--- src/rtl/flood_pkg.sv ---
`timescale 1ns/1ps
`default_nettype none
// +-----------------------------------------------------------------------------+
// | Package     : flood_pkg                                                     |
// | Description : Shared constants, FSM encoding and input-legalisation helpers |
// |               for the board initialiser and its LFSR.                       |
// | Revision    : 1.0 - initial release                                         |
// +-----------------------------------------------------------------------------+
package flood_pkg;

    localparam int          MAX_SIZE     = 26;
    localparam int          ADDR_W       = 10;
    localparam int          COLOR_W      = 3;
    localparam int          LFSR_W       = 16;
    localparam logic [15:0] DEFAULT_SEED = 16'hACE1;

    // Galois feedback mask for x^16 + x^14 + x^13 + x^11 + 1
    localparam logic [15:0] c_LFSR_TAPS  = 16'hB400;

    localparam logic [4:0]  c_SIZE_MIN      = 5'd2;
    localparam logic [4:0]  c_SIZE_MAX      = 5'd26;
    localparam logic [4:0]  c_SIZE_DEFAULT  = 5'd14;
    localparam logic [3:0]  c_COLOR_MIN     = 4'd3;
    localparam logic [3:0]  c_COLOR_MAX     = 4'd8;
    localparam logic [3:0]  c_COLOR_DEFAULT = 4'd6;

    localparam logic [1:0]  c_ST_IDLE = 2'd0;
    localparam logic [1:0]  c_ST_SEED = 2'd1;
    localparam logic [1:0]  c_ST_FILL = 2'd2;
    localparam logic [1:0]  c_ST_DONE = 2'd3;

    // Legal edges are 2,6,...,26: in range and congruent to 2 mod 4.
    function automatic logic [4:0] legal_size(input logic [4:0] s);
        if ((s >= c_SIZE_MIN) && (s <= c_SIZE_MAX) && (s[1:0] == 2'b10)) begin
            return s;
        end
        return c_SIZE_DEFAULT;
    endfunction

    function automatic logic [3:0] legal_colors(input logic [3:0] c);
        if ((c >= c_COLOR_MIN) && (c <= c_COLOR_MAX)) begin
            return c;
        end
        return c_COLOR_DEFAULT;
    endfunction

endpackage
`default_nettype wire

--- src/rtl/lfsr16.sv ---
`timescale 1ns/1ps
`default_nettype none
// +-----------------------------------------------------------------------------+
// | Module      : lfsr16                                                        |
// | Description : 16-bit right-shifting Galois LFSR with parallel load.         |
// |               LOAD has priority over STEP; otherwise the value holds.       |
// | Ports       : MASTER_CLOCK, RESET (sync, active-high), LOAD, LOAD_VAL[15:0],|
// |               STEP, Q[15:0]                                                 |
// | Revision    : 1.0 - initial release                                         |
// +-----------------------------------------------------------------------------+
module lfsr16 #(
    parameter logic [15:0] RESET_VAL = flood_pkg::DEFAULT_SEED
) (
    input  logic        MASTER_CLOCK,
    input  logic        RESET,
    input  logic        LOAD,
    input  logic [15:0] LOAD_VAL,
    input  logic        STEP,
    output logic [15:0] Q
);
    import flood_pkg::*;

    logic [15:0] r_lfsr;
    logic [15:0] w_lfsr_nxt;

    always_comb begin
        w_lfsr_nxt = r_lfsr;
        if (LOAD) begin
            w_lfsr_nxt = LOAD_VAL;
        end else if (STEP) begin
            w_lfsr_nxt = (r_lfsr >> 1) ^ (r_lfsr[0] ? c_LFSR_TAPS : 16'h0000);
        end
    end

    always_ff @(posedge MASTER_CLOCK) begin
        if (RESET) begin
            r_lfsr <= RESET_VAL;
        end else begin
            r_lfsr <= w_lfsr_nxt;
        end
    end

    assign Q = r_lfsr;

endmodule
`default_nettype wire

--- src/rtl/board_init.sv ---
`timescale 1ns/1ps
`default_nettype none
// +-----------------------------------------------------------------------------+
// | Module      : board_init                                                    |
// | Description : Fills the game-board RAM with random colours after the menu   |
// |               requests a new game, then raises BOARD_READY.                 |
// | Ports       : MASTER_CLOCK, RESET     clock / sync active-high reset        |
// |               START                   level request from the menu           |
// |               SIZE[4:0], COLOR_NUM[3:0] board edge and colour count         |
// |               SEED_IN[15:0]           switch-bank seed                      |
// |               WR_EN, WR_ADDR, WR_COLOR board RAM write port                 |
// |               BUSY, BOARD_READY       status to menu                        |
// | Revision    : 1.0 - initial release                                         |
// +-----------------------------------------------------------------------------+
module board_init #(
    parameter int          MAX_SIZE     = flood_pkg::MAX_SIZE,
    parameter int          ADDR_W       = flood_pkg::ADDR_W,
    parameter int          COLOR_W      = flood_pkg::COLOR_W,
    parameter int          LFSR_W       = flood_pkg::LFSR_W,
    parameter logic [15:0] DEFAULT_SEED = flood_pkg::DEFAULT_SEED,
    parameter bit          USE_ENTROPY  = 1'b1
) (
    input  logic               MASTER_CLOCK,
    input  logic               RESET,
    input  logic               START,
    input  logic [4:0]         SIZE,
    input  logic [3:0]         COLOR_NUM,
    input  logic [15:0]        SEED_IN,
    output logic               WR_EN,
    output logic [ADDR_W-1:0]  WR_ADDR,
    output logic [COLOR_W-1:0] WR_COLOR,
    output logic               BUSY,
    output logic               BOARD_READY
);
    import flood_pkg::*;

    logic [1:0]         r_state,    w_state_nxt;
    logic [4:0]         r_size,     w_size_nxt;
    logic [3:0]         r_colors,   w_colors_nxt;
    logic [4:0]         r_row,      w_row_nxt;
    logic [4:0]         r_col,      w_col_nxt;
    logic [LFSR_W-1:0]  r_entropy;
    logic               r_wr_en,    w_wr_en_nxt;
    logic [ADDR_W-1:0]  r_wr_addr,  w_wr_addr_nxt;
    logic [COLOR_W-1:0] r_wr_color, w_wr_color_nxt;
    logic               r_busy,     w_busy_nxt;
    logic               r_ready,    w_ready_nxt;

    logic [LFSR_W-1:0]  w_lfsr_q;
    logic               w_lfsr_load;
    logic               w_lfsr_step;
    logic [LFSR_W-1:0]  w_seed_mix;
    logic [LFSR_W-1:0]  w_seed_val;
    logic [COLOR_W-1:0] w_sample;
    logic               w_accept;
    logic               w_col_last;
    logic               w_row_last;
    logic [ADDR_W-1:0]  w_cell_addr;
    logic               w_unused_lfsr;

    lfsr16 #(
        .RESET_VAL (DEFAULT_SEED)
    ) u_lfsr (
        .MASTER_CLOCK (MASTER_CLOCK),
        .RESET        (RESET),
        .LOAD         (w_lfsr_load),
        .LOAD_VAL     (w_seed_val),
        .STEP         (w_lfsr_step),
        .Q            (w_lfsr_q)
    );

    // Only the low colour bits are sampled; the rest of the state is internal.
    assign w_unused_lfsr = ^w_lfsr_q[LFSR_W-1:COLOR_W];

    // An all-zero seed would lock the LFSR, so it is replaced by the default.
    assign w_seed_mix = SEED_IN ^ (USE_ENTROPY ? r_entropy : {LFSR_W{1'b0}});
    assign w_seed_val = (w_seed_mix == '0) ? DEFAULT_SEED : w_seed_mix;

    assign w_sample    = w_lfsr_q[COLOR_W-1:0];
    assign w_accept    = (4'(w_sample) < r_colors);
    assign w_col_last  = (r_col == (r_size - 5'd1));
    assign w_row_last  = (r_row == (r_size - 5'd1));
    assign w_cell_addr = ADDR_W'(r_row) * ADDR_W'(MAX_SIZE) + ADDR_W'(r_col);

    always_comb begin
        w_state_nxt    = r_state;
        w_size_nxt     = r_size;
        w_colors_nxt   = r_colors;
        w_row_nxt      = r_row;
        w_col_nxt      = r_col;
        w_wr_en_nxt    = 1'b0;
        w_wr_addr_nxt  = r_wr_addr;
        w_wr_color_nxt = r_wr_color;
        w_ready_nxt    = 1'b0;
        w_lfsr_load    = 1'b0;
        w_lfsr_step    = 1'b0;

        case (r_state)
            c_ST_IDLE: begin
                if (START) begin
                    w_size_nxt   = legal_size(SIZE);
                    w_colors_nxt = legal_colors(COLOR_NUM);
                    w_state_nxt  = c_ST_SEED;
                end
            end
            c_ST_SEED: begin
                if (!START) begin
                    w_state_nxt = c_ST_IDLE;
                end else begin
                    w_lfsr_load = 1'b1;
                    w_row_nxt   = 5'd0;
                    w_col_nxt   = 5'd0;
                    w_state_nxt = c_ST_FILL;
                end
            end
            c_ST_FILL: begin
                w_lfsr_step = 1'b1;
                if (!START) begin
                    w_state_nxt = c_ST_IDLE;
                end else if (w_accept) begin
                    // Rejected samples leave the cell position untouched and retry.
                    w_wr_en_nxt    = 1'b1;
                    w_wr_addr_nxt  = w_cell_addr;
                    w_wr_color_nxt = w_sample;
                    if (w_col_last) begin
                        w_col_nxt = 5'd0;
                        if (w_row_last) begin
                            w_state_nxt = c_ST_DONE;
                        end else begin
                            w_row_nxt = r_row + 5'd1;
                        end
                    end else begin
                        w_col_nxt = r_col + 5'd1;
                    end
                end
            end
            c_ST_DONE: begin
                // A held START never restarts; the menu must drop it first.
                if (!START) begin
                    w_state_nxt = c_ST_IDLE;
                end else begin
                    w_ready_nxt = 1'b1;
                end
            end
            default: begin
                w_state_nxt = c_ST_IDLE;
            end
        endcase

        w_busy_nxt = (w_state_nxt == c_ST_SEED) || (w_state_nxt == c_ST_FILL);
    end

    always_ff @(posedge MASTER_CLOCK) begin
        if (RESET) begin
            r_state    <= c_ST_IDLE;
            r_size     <= c_SIZE_DEFAULT;
            r_colors   <= c_COLOR_DEFAULT;
            r_row      <= 5'd0;
            r_col      <= 5'd0;
            r_entropy  <= '0;
            r_wr_en    <= 1'b0;
            r_wr_addr  <= '0;
            r_wr_color <= '0;
            r_busy     <= 1'b0;
            r_ready    <= 1'b0;
        end else begin
            r_state    <= w_state_nxt;
            r_size     <= w_size_nxt;
            r_colors   <= w_colors_nxt;
            r_row      <= w_row_nxt;
            r_col      <= w_col_nxt;
            r_entropy  <= r_entropy + 1'b1;
            r_wr_en    <= w_wr_en_nxt;
            r_wr_addr  <= w_wr_addr_nxt;
            r_wr_color <= w_wr_color_nxt;
            r_busy     <= w_busy_nxt;
            r_ready    <= w_ready_nxt;
        end
    end

    assign WR_EN       = r_wr_en;
    assign WR_ADDR     = r_wr_addr;
    assign WR_COLOR    = r_wr_color;
    assign BUSY        = r_busy;
    assign BOARD_READY = r_ready;

endmodule
`default_nettype wire

--- config.mk ---
export PLATFORM = sky130hd
export DESIGN_NAME = board_init
export DESIGN_NICKNAME = d
export VERILOG_FILES = /design/src/rtl/flood_pkg.sv /design/src/rtl/lfsr16.sv /design/src/rtl/board_init.sv
export SDC_FILE = /design/constraint.sdc
export NUM_CORES = 1
export LEC_CHECK = 0
export BUFFER_PORTS_ARGS = -buffer_cell sky130_fd_sc_hd__buf_2
export CAP_MARGIN = 20
export CORE_MARGIN = 5
export CORE_UTILIZATION = 45
export CTS_BUF_LIST = sky130_fd_sc_hd__clkbuf_16
export CTS_CLUSTER_DIAMETER = 60
export DETAILED_ROUTE_END_ITERATION = 16
export PLACE_DENSITY_LB_ADDON = 0.08
export SLEW_MARGIN = 40
export SYNTH_ARGS = -nofsm -noshare
export SYNTH_HDL_FRONTEND = slang
export SYNTH_SLANG_ARGS = --single-unit
--- constraint.sdc ---
create_clock -name MASTER_CLOCK -period 3.1 [get_ports MASTER_CLOCK]
set_input_delay 0.93 -clock MASTER_CLOCK [delete_from_list [all_inputs] [get_ports MASTER_CLOCK]]
set_output_delay 0.93 -clock MASTER_CLOCK [all_outputs]
set_load 0.02 [all_outputs]
==> impl_metrics.csv, run 1 <==
group,metric,value,unit
flow_run,drv_cap,0,
synth,yosysWarnings,0,
synth,ys_seq_elements,69,
sta,rsz0062_at_grt,"yes",
die,fp-row-count,33,
placed_design,io_buffers,43,
finish,syn_to_final_growth,20.4,%
synth,async_reset_ff_share,0,%
finish,fin_nets,560,
worst_setup_path,r2r-start,"r_row[1]",
clocking,htreeDepth,3,
global_routing,antenna_found_initial,0,
drt,dr.first_iter.drc_count,158,
sta,tns,0,ns
worst_setup_path,setup.worst_path.start_class,"flop",
die,die_x,103,microns
clocking,post_cts_buffers,0,
sta,finalClockSkew,0.00534,ns
worst_setup_path,crit_required,3.34,ns
sta,report.final.slew_viol_count,0,
clocking,clock_sinks,69,
finish,mostFrequentLayoutCells,"dfxtp_1 (66), nand2_1 (50), buf_2 (43), nor2_1 (42), a21oi_1 (34)",
pwr,ir_drop,340,uV
global_routing,grtUsageTotal,18.6,%
die,initial_utilization,46.6,%
sta,worst_slack,0.110,ns
die,ios,44,
worst_setup_path,critical_path_class,"flop to flop",
finish,diodes,0,
drt,wl_per_cell,15.0,microns
finish,seqCellArea,1390,sq um
drt,first_pass_iters,4,
finish,drive_gt1_share,19.4,%
sta,final.period_utilization,96.4,%
min_path,hold_path.class,"flop to flop",
pwr,seqPwrFrac,42.6,%
drt,drt_wl_total,9.23,mm
sta,finalHoldViolations,0,
placed_design,dp_slack,-0.125,ns
pwr,p_leak,1.91,nW
clocking,numCtsBuffers,9,
clocking,root_buffer,"clkbuf_16",
worst_setup_path,end_kind,"flop",
sta,period_needed,2.99,ns
die,die_h,103,microns
finish,layout_commonest_cell,"dfxtp_1",
drt,detail-route-antenna-nets,0,
placed_design,place.gp.congestion,0.817,
finish,multiInputGateArea,2430,sq um
global_routing,grt_start_max_net_pins,34,
synth,synth_cells,458,
synth,ys_seq_area_share,35.7,%
global_routing,grt_pass1_wl,15.6,mm
synth,ys.flop_type,"dfxtp_1",
drt,num_vias,3319,
synth,netlist_area,3870,sq um
sta,setup_viol,0,
die,core,8300,sq um
clocking,clockBufferDepth,2,
synth,synth-edff-count,0,
clocking,cts_hold_buf,0,
sta,worstMarginPinSlew,0.709,ns
run_status,status,"completed",
synth,syn_area_per_cell,8.45,sq um
global_routing,grt_remaining_overflow,0,
pwr,p_clk_share,49.5,%
worst_setup_path,worstPathArrival,3.23,ns
worst_setup_path,crit_start,"r_row[1]",
drt,via_per_inst,5.39,
synth,syn-num-nets,512,
pwr,intPower,1.68,mW
clocking,clkLatencyLatePin,0.33,ns
pwr,switching_share,23.4,%
pwr,power_switching,0.514,mW
min_path,hp-start,"WR_ADDR[6]",
sta,max_slew_margin,52.7,%
clocking,cts_tree,"built",
synth,synth.distinct_cells,57,
worst_setup_path,crit_fanout,4,
clocking,path_clk_slew,0.06,ns
drt,drc,0,
pwr,p_per_area,472,nW/um^2
global_routing,grt_pass1_vias,3195,
finish,num-fill-cells,773,
placed_design,place_hpwl,6.77,mm
pwr,combPwrFrac,7.9,%
die,design.die.area,10600,sq um
sta,max_freq,334,MHz
[critical path, stage by stage (launching register included)]
cell      delay, ns
dfxtp_4        0.37
ha_4           0.27
fa_2           0.45
fa_2           0.36
buf_6          0.14
xnor2_4        0.12
nor2_1         0.10
o21ai_1        0.09
or4_4          0.54
a21o_1         0.18
a311oi_2       0.28
[per-layer routing]
| layer | vias up | GRT usage [%] | wire (microns) |
|---|---|---|---|
| li1 | 1706 | - | - |
| met1 | 1523 | 27.3 | 4630 |
| met2 | 80 | 27.6 | 4010 |
| met3 | 10 | 2.98 | 486 |
| met4 | 0 | 6.66 | 112 |
| met5 | - | 0 | 0 |
[final timing paths]
kind                      to  slack [ns]  cells past startpoint
setup / recovery  WR_ADDR[9]        0.11                     10
hold / removal    WR_ADDR[6]        0.45                      2
setup reg to reg  WR_ADDR[9]        0.11                     10
hold reg to reg   WR_ADDR[6]        0.45                      2
[repair_timing]
item / 4_1_cts / 5_1_grt
setup endpoints to repair: 1 / 1
pin swaps: 2 / 8
resized for setup: 3 / 16
cloned: 0 / 0
[sequential cells by signal (all words and copies together) (netlist names), 2 cells and up]
name       count
r_entropy     16
r_size         5
u_lfsr.Q      16
WR_ADDR       10
r_row          5
r_state        2
r_colors       4
WR_COLOR       3
r_col          5
[Yosys cell counts, types with 4 or more instances]
cell | number | area, sq um
or3_1 | 5 | 31.3
or4_1 | 6 | 45.0
nand2_1 | 50 | 188
nor3_1 | 6 | 30.0
nand4_1 | 6 | 37.5
clkbuf_1 | 16 | 60.1
xnor2_1 | 29 | 254
a21oi_1 | 35 | 175
ha_1 | 23 | 288
nor2_1 | 42 | 158
dfxtp_1 | 69 | 1380
and2_1 | 4 | 25.0
a21o_1 | 8 | 60.1
xor2_1 | 21 | 184
nor2b_1 | 4 | 25.0
o211ai_1 | 6 | 45.0
nand2b_1 | 6 | 37.5
o21ai_0 | 32 | 160
o31ai_1 | 4 | 30.0
nand3_1 | 20 | 100
a211oi_1 | 8 | 60.1
inv_1 | 14 | 52.6
[power by group through the flow]
stage               clock network [mW]  registers [mW]  logic (mW)
floorplan                            0           0.950       0.123
global placement                     0           0.956       0.171
detailed placement                   0           0.957       0.174
CTS                               1.11           0.937       0.175
global route                      1.16           0.939       0.196
finish                            1.09           0.937       0.174
[logic make-up after synthesis]
logic type,synth area share (%)
xor+xnor,11.9
mux,0.259
buf+inv,3.78
simple gates,21.2
flops,35.7
compound gates,18.2
fa+ha+maj,8.99
[per-stage QoR]
step / area, sq um / util (%) / total power [mW] / std cells / hold slack [ns]
global placement: 4240 / 51.1 / 1.13 / 600 / 0.437
global route: 4660 / 56.1 / 2.30 / 616 / 0.471
floorplan: 3870 / - / 1.07 / 458 / 0.431
CTS: 4570 / 55.1 / 2.22 / 616 / 0.454
detailed placement: 4240 / 51.1 / 1.13 / 600 / 0.444
finish: 4660 / 56.1 / 2.20 / 616 / 0.450
[layout make-up]
cell class,instances,share of cell area (%)
clock buffer,9,4.84
clock inverter,7,1.93
inverter,14,1.13
multi-input combinational,353,52.2
sequential,69,29.8
tap,105,2.82
timing repair buffer,59,7.28
(Power assumes the default switching activity.)
==> run 2, diff against run 1 <==
--- a/config.mk
+++ b/config.mk
@@ -5,14 +5,13 @@
 export SDC_FILE = /design/constraint.sdc
 export NUM_CORES = 1
 export LEC_CHECK = 0
-export BUFFER_PORTS_ARGS = -buffer_cell sky130_fd_sc_hd__buf_2
 export CAP_MARGIN = 20
 export CORE_MARGIN = 5
 export CORE_UTILIZATION = 45
 export CTS_BUF_LIST = sky130_fd_sc_hd__clkbuf_16
 export CTS_CLUSTER_DIAMETER = 60
 export DETAILED_ROUTE_END_ITERATION = 16
-export PLACE_DENSITY_LB_ADDON = 0.08
+export DONT_BUFFER_PORTS = 1
 export SLEW_MARGIN = 40
 export SYNTH_ARGS = -nofsm -noshare
 export SYNTH_HDL_FRONTEND = slang
==> run 2 against run 1 <==
  * Hold slack improved by 0.019 ns
  * Cell area shrank 7.8%
  * Core utilization down 4.4 points
  * Die area did not move
  * Setup slack got worse by 0.0076 ns
  * Combinational power shrank 25%
  * Clock power is 6% lower
  * Fmax down 0.25%
  * Critical path type unchanged
  * Critical path depth decreased by 1
  * Clock-buffer cell count did not move
  * Power down 4.4%
  * Highest routed layer unchanged
  * Wire length decreased by 4.8%
==> impl_metrics.csv, run 2 (same netlist as run 1, synthesis figures left out) <==
group,metric,value,unit
pwr,ir_drop,362,uV
drt,first_pass_iters,4,
die,core,8300,sq um
worst_setup_path,worstRegToRegCells,9,
drt,drc,0,
min_path,worstHoldPathCells,2,
global_routing,grt_remaining_overflow,0,
worst_setup_path,r2r-start,"r_row[1]",
die,initial_utilization,46.6,%
worst_setup_path,cp_cell_sequence,"ha_1, fa_2, fa_2, a21o_1, a21oi_1, xor2_1, or4_1, a21o_1, a311oi_1",
clocking,cts_hold_buf,0,
sta,final.period_utilization,96.7,%
pwr,p_total,2.10,mW
sta,finalHoldViolations,0,
placed_design,io_buffers,0,
finish,multiInputGateArea,2350,sq um
clocking,cts_tree,"built",
worst_setup_path,cp_slowest_cell,"or4_1",
worst_setup_path,critical_path_buf_inv_count,0,
clocking,path_clk_slew,0.06,ns
clocking,clockBufferDepth,2,
drt,drt_wl_total,8.80,mm
finish,fin_nets,512,
sta,period_needed,3.00,ns
drt,detail-route-antenna-nets,0,
run_status,status,"completed",
global_routing,antenna_found_initial,0,
clocking,clock_sinks,69,
clocking,clkLatencyLatePin,0.34,ns
drt,num_vias,3155,
sta,max_freq,334,MHz
clocking,htreeDepth,3,
finish,syn_to_final_growth,11.0,%
pwr,p_per_area,489,nW/um^2
finish,utilization,51.8,%
clocking,numCtsBuffers,9,
pwr,p_leak,1.69,nW
sta,report.final.slew_viol_count,0,
sta,finalClockSkew,0.00964,ns
placed_design,postPlaceCellArea,3980,sq um
global_routing,grt_start_max_net_pins,48,
finish,num-fill-cells,787,
clocking,root_buffer,"clkbuf_16",
finish,mostFrequentLayoutCells,"dfxtp_1 (68), nand2_1 (50), nor2_1 (42), a21oi_1 (35), o21ai_0 (32)",
finish,seqCellArea,1380,sq um
min_path,hold_path.class,"flop to flop",
worst_setup_path,slowest_delay,0.53,ns
global_routing,grt_pass1_wl,15.1,mm
die,die_x,103,microns
die,die_h,103,microns
drt,wl_per_cell,15.5,microns
drt,dr.first_iter.drc_count,172,
drt,via_per_inst,5.55,
worst_setup_path,timing.rr.end,"WR_ADDR[9]",
flow_run,drv_cap,0,
placed_design,place.gp.congestion,0.850,
finish,postLayoutCellArea,4300,sq um
sta,holdWs,0.470,ns
worst_setup_path,crit_required,3.35,ns
finish,diodes,0,
placed_design,place_hpwl,6.43,mm
sta,worstMarginPinSlew,0.697,ns
global_routing,grtUsageTotal,18.2,%
worst_setup_path,setup.worst_path.start_class,"flop",
worst_setup_path,crit_family,"adder cells",
worst_setup_path,worstPathArrival,3.25,ns
finish,layout_commonest_cell,"dfxtp_1",
die,ios,44,
worst_setup_path,end_kind,"flop",
die,fp-row-count,33,
finish,drive_gt1_share,8.64,%
die,design.die.area,10600,sq um
worst_setup_path,r2r_setup_slack,0.10,ns
global_routing,grt_pass1_vias,3201,
worst_setup_path,crit_fanout,4,
worst_setup_path,critical_path_class,"flop to flop",
min_path,hold_path_end,"r_colors[0]",
min_path,hp-start,"r_colors[0]",
sta,setup_viol,0,
sta,max_slew_margin,53.5,%
## run 2: changes by cell type in the layout (fill, tap and decap cells not counted), sizes merged
cell / change
inv: +2
bufinv: -1
clkinvlp: +1
buf: -48
clkinv: -2
## run 2: power breakdown
| part | total (mW) | switching, mW | internal [mW] | leakage, nW |
|---|---|---|---|---|
| logic | 0.131 | 0.0752 | 0.0562 | 0.986 |
| registers | 0.941 | 0.0274 | 0.914 | 0.561 |
| clock network | 1.03 | 0.404 | 0.625 | 0.143 |
## run 2: cell type report
cell class	instances	share of cell area, %
Multi-Input combinational cell	353	54.6
Sequential cell	69	32.2
Clock buffer	9	5.24
Tap cell	105	3.06
Timing Repair Buffer	11	1.92
Clock inverter	7	1.75
Inverter	14	1.22
## run 2: timing repair
item | in CTS | in global routing
setup buffers | 1 | 0
pin swaps | 1 | 0
resized for setup | 1 | 2
endpoints found under the hold margin | 0 | 0
endpoints found under the setup margin | 1 | 1
## run 2: layer usage
metal  part of all wire (%)  wire [microns]  vias to the layer above  global-route usage, %
met5                      0               0                        -                      0
met4                    1.3             114                        0                   5.45
met3                    7.3             641                       11                   6.16
met2                     42            3730                       66                   27.6
met1                     49            4310                     1473                   24.6
li1                       -               -                     1605                      -
## run 2: worst max path at each step
stage	from	endpoint	slack [ns]	cells past startpoint
2_1_floorplan	r_row[1]	WR_ADDR[9]	0.006	9
3_3_place_gp	r_row[1]	WR_ADDR[9]	-0.009	9
3_5_place_dp	r_row[1]	WR_ADDR[9]	-0.05	9
4_1_cts	r_row[1]	WR_ADDR[9]	0.006	9
5_1_grt	r_row[1]	WR_ADDR[9]	-0.003	10
6_report	r_row[1]	WR_ADDR[9]	0.10	9
## run 2: per-stage QoR
stage | setup slack [ns] | TNS (ns) | instances
global placement | -0.00914 | -0.00914 | 551
floorplan | 0.00598 | 0 | 458
CTS | 0.00551 | 0 | 568
detailed placement | -0.0512 | -0.0512 | 551
finish | 0.103 | 0 | 568
global route | -0.00308 | -0.00308 | 568
## run 2: worst register-to-register path: cells and delay by family (launching register included)
| kind | cells | cell delay, ns |
|---|---|---|
| AO/OA/AOI/OAI | 4 | 0.76 |
| flip-flops | 1 | 0.34 |
| adder cells (fa/ha/maj) | 3 | 1.19 |
| XOR/XNOR | 1 | 0.10 |
| AND/OR/NAND/NOR | 1 | 0.53 |
==> run 3, diff against run 2 <==
--- a/config.mk
+++ b/config.mk
@@ -6,6 +6,7 @@
 export NUM_CORES = 1
 export LEC_CHECK = 0
 export CAP_MARGIN = 20
+export CORE_ASPECT_RATIO = 1.25
 export CORE_MARGIN = 5
 export CORE_UTILIZATION = 45
 export CTS_BUF_LIST = sky130_fd_sc_hd__clkbuf_16
==> run 3 against run 2 <==
  * Fmax is 0.96% higher
  * Final cell count is 1.4% lower
  * Critical path depth is 1 higher
  * Sequential cell count stayed put
  * Register-to-register slack better by 0.03 ns
  * Clock-buffer cell count stayed put
  * Largest power group is now sequential cells
  * Highest routed layer unchanged
==> impl_metrics.csv, run 3 (same netlist as run 1, synthesis figures left out) <==
group,metric,value,unit
run_status,status,"completed",
finish,syn_to_final_growth,10.5,%
die,fp-row-count,37,
clocking,clkLatencyLatePin,0.33,ns
sta,finalClockSkew,0.00675,ns
pwr,p_per_area,454,nW/um^2
drt,wl_per_cell,15.6,microns
global_routing,grtUsageTotal,17.4,%
min_path,hp-start,"r_colors[0]",
placed_design,postPlaceCellArea,3990,sq um
clocking,numCtsBuffers,9,
placed_design,dp_slack,-0.0408,ns
worst_setup_path,worstRegToRegCells,10,
drt,drc,0,
worst_setup_path,slowest_delay,0.55,ns
finish,num-fill-cells,796,
worst_setup_path,crit_family,"adder cells",
pwr,p_total,1.94,mW
worst_setup_path,cp_cell_sequence,"ha_4, fa_2, fa_2, buf_4, xnor2_1, nor2_1, o21ai_1, or4_1, a21o_1, a311oi_1",
finish,multiInputGateArea,2380,sq um
sta,report.final.slew_viol_count,0,
drt,first_pass_iters,4,
sta,worst_slack,0.131,ns
sta,setup_viol,0,
sta,holdWs,0.456,ns
sta,max_freq,337,MHz
sta,final.period_utilization,95.8,%
global_routing,grt_start_max_net_pins,48,
finish,postLayoutCellArea,4280,sq um
min_path,worstHoldPathCells,2,
pwr,p_leak,1.67,nW
die,die_x,92.9,microns
drt,drt_wl_total,8.76,mm
drt,dr.first_iter.drc_count,157,
global_routing,grt_pass1_vias,3209,
clocking,clock_sinks,69,
sta,finalHoldViolations,0,
clocking,root_buffer,"clkbuf_16",
finish,mostFrequentLayoutCells,"dfxtp_1 (67), nand2_1 (50), nor2_1 (42), a21oi_1 (34), o21ai_0 (31)",
global_routing,grt_remaining_overflow,0,
die,design.die.area,10600,sq um
sta,rsz0062_at_grt,"no",
worst_setup_path,setup.worst_path.start_class,"flop",
worst_setup_path,end_kind,"flop",
worst_setup_path,critical_path_buf_inv_count,1,
worst_setup_path,timing.rr.end,"WR_ADDR[9]",
min_path,hold_path.class,"flop to flop",
die,ios,44,
finish,layout_commonest_cell,"dfxtp_1",
worst_setup_path,r2r_setup_slack,0.13,ns
pwr,ir_drop,361,uV
die,die_h,114,microns
worst_setup_path,r2r-start,"r_row[1]",
worst_setup_path,path_common_cell,"fa_2",
finish,layout.cells.non_filler,560,
global_routing,grt_pass1_wl,14.9,mm
flow_run,drv_cap,0,
drt,detail-route-antenna-nets,0,
drt,num_vias,3198,
worst_setup_path,crit_fanout,4,
global_routing,antenna_found_initial,0,
placed_design,place.gp.congestion,0.800,
sta,worstMarginPinSlew,0.712,ns
clocking,clockBufferDepth,2,
worst_setup_path,crit_required,3.34,ns
clocking,path_clk_slew,0.06,ns
finish,drive_gt1_share,8.86,%
clocking,cts_tree,"built",
worst_setup_path,worstPathArrival,3.21,ns
finish,fin_nets,513,
die,initial_utilization,46.4,%
die,core,8330,sq um
worst_setup_path,cp_slowest_cell,"or4_1",
finish,seqCellArea,1390,sq um
worst_setup_path,critical_path_class,"flop to flop",
finish,utilization,51.3,%
sta,tns,0,ns
placed_design,place_hpwl,6.49,mm
drt,via_per_inst,5.71,
sta,period_needed,2.97,ns
placed_design,dp_cells,545,
placed_design,io_buffers,0,
clocking,htreeDepth,3,
sta,max_slew_margin,52.5,%
min_path,hold_path_end,"r_colors[0]",
finish,diodes,0,
run 3: report_power, final:
part / switching (mW) / leakage [nW] / internal (mW)
sequential: 0.0266 / 0.562 / 0.914
clock: 0.352 / 0.130 / 0.520
combinational: 0.0745 / 0.981 / 0.0563
total: 0.453 / 1.67 / 1.49
run 3: cell type report:
type	instances	share of cell area (%)
Tap cell	97	2.84
Multi-Input combinational cell	353	55.6
Sequential cell	69	32.4
Inverter	14	1.23
Clock buffer	9	5.27
Clock inverter	6	0.556
Timing Repair Buffer	12	2.11
run 3: worst max-delay path by stage:
| stage | start | endpoint | slack (ns) | cells past startpoint |
|---|---|---|---|---|
| finish | r_row[1] | WR_ADDR[9] | 0.13 | 10 |
| global route | r_row[1] | WR_ADDR[9] | 0.004 | 10 |
| CTS | r_row[1] | WR_ADDR[9] | 0.03 | 9 |
| detailed placement | r_row[1] | WR_ADDR[9] | -0.04 | 10 |
| global placement | r_row[1] | WR_ADDR[9] | 0.02 | 9 |
| floorplan | r_row[1] | WR_ADDR[9] | 0.006 | 9 |
run 3: tightest hold or removal path, stage by stage, from the launching register on:
cell and delay (ns):
dfxtp_1 0.31, nand2_1 0.05, a21oi_1 0.05
run 3: what timing repair did:
| item | CTS | global route |
|---|---|---|
| gates resized for setup | 1 | 9 |
| setup endpoints to repair | 1 | 1 |
| setup buffers | 0 | 0 |
| hold buffers | 0 | 0 |
| pin swaps | 1 | 7 |
run 3: per-layer routing:
layer / share of wire [%] / GRT usage, % / routed length [microns] / vias up
met5: 0 / 0 / 0 / -
met4: 1.5 / 6.26 / 132 / 0
met3: 4.4 / 4.82 / 388 / 12
met2: 54 / 32.8 / 4700 / 56
met1: 40 / 18.3 / 3540 / 1513
li1: - / - / - / 1617
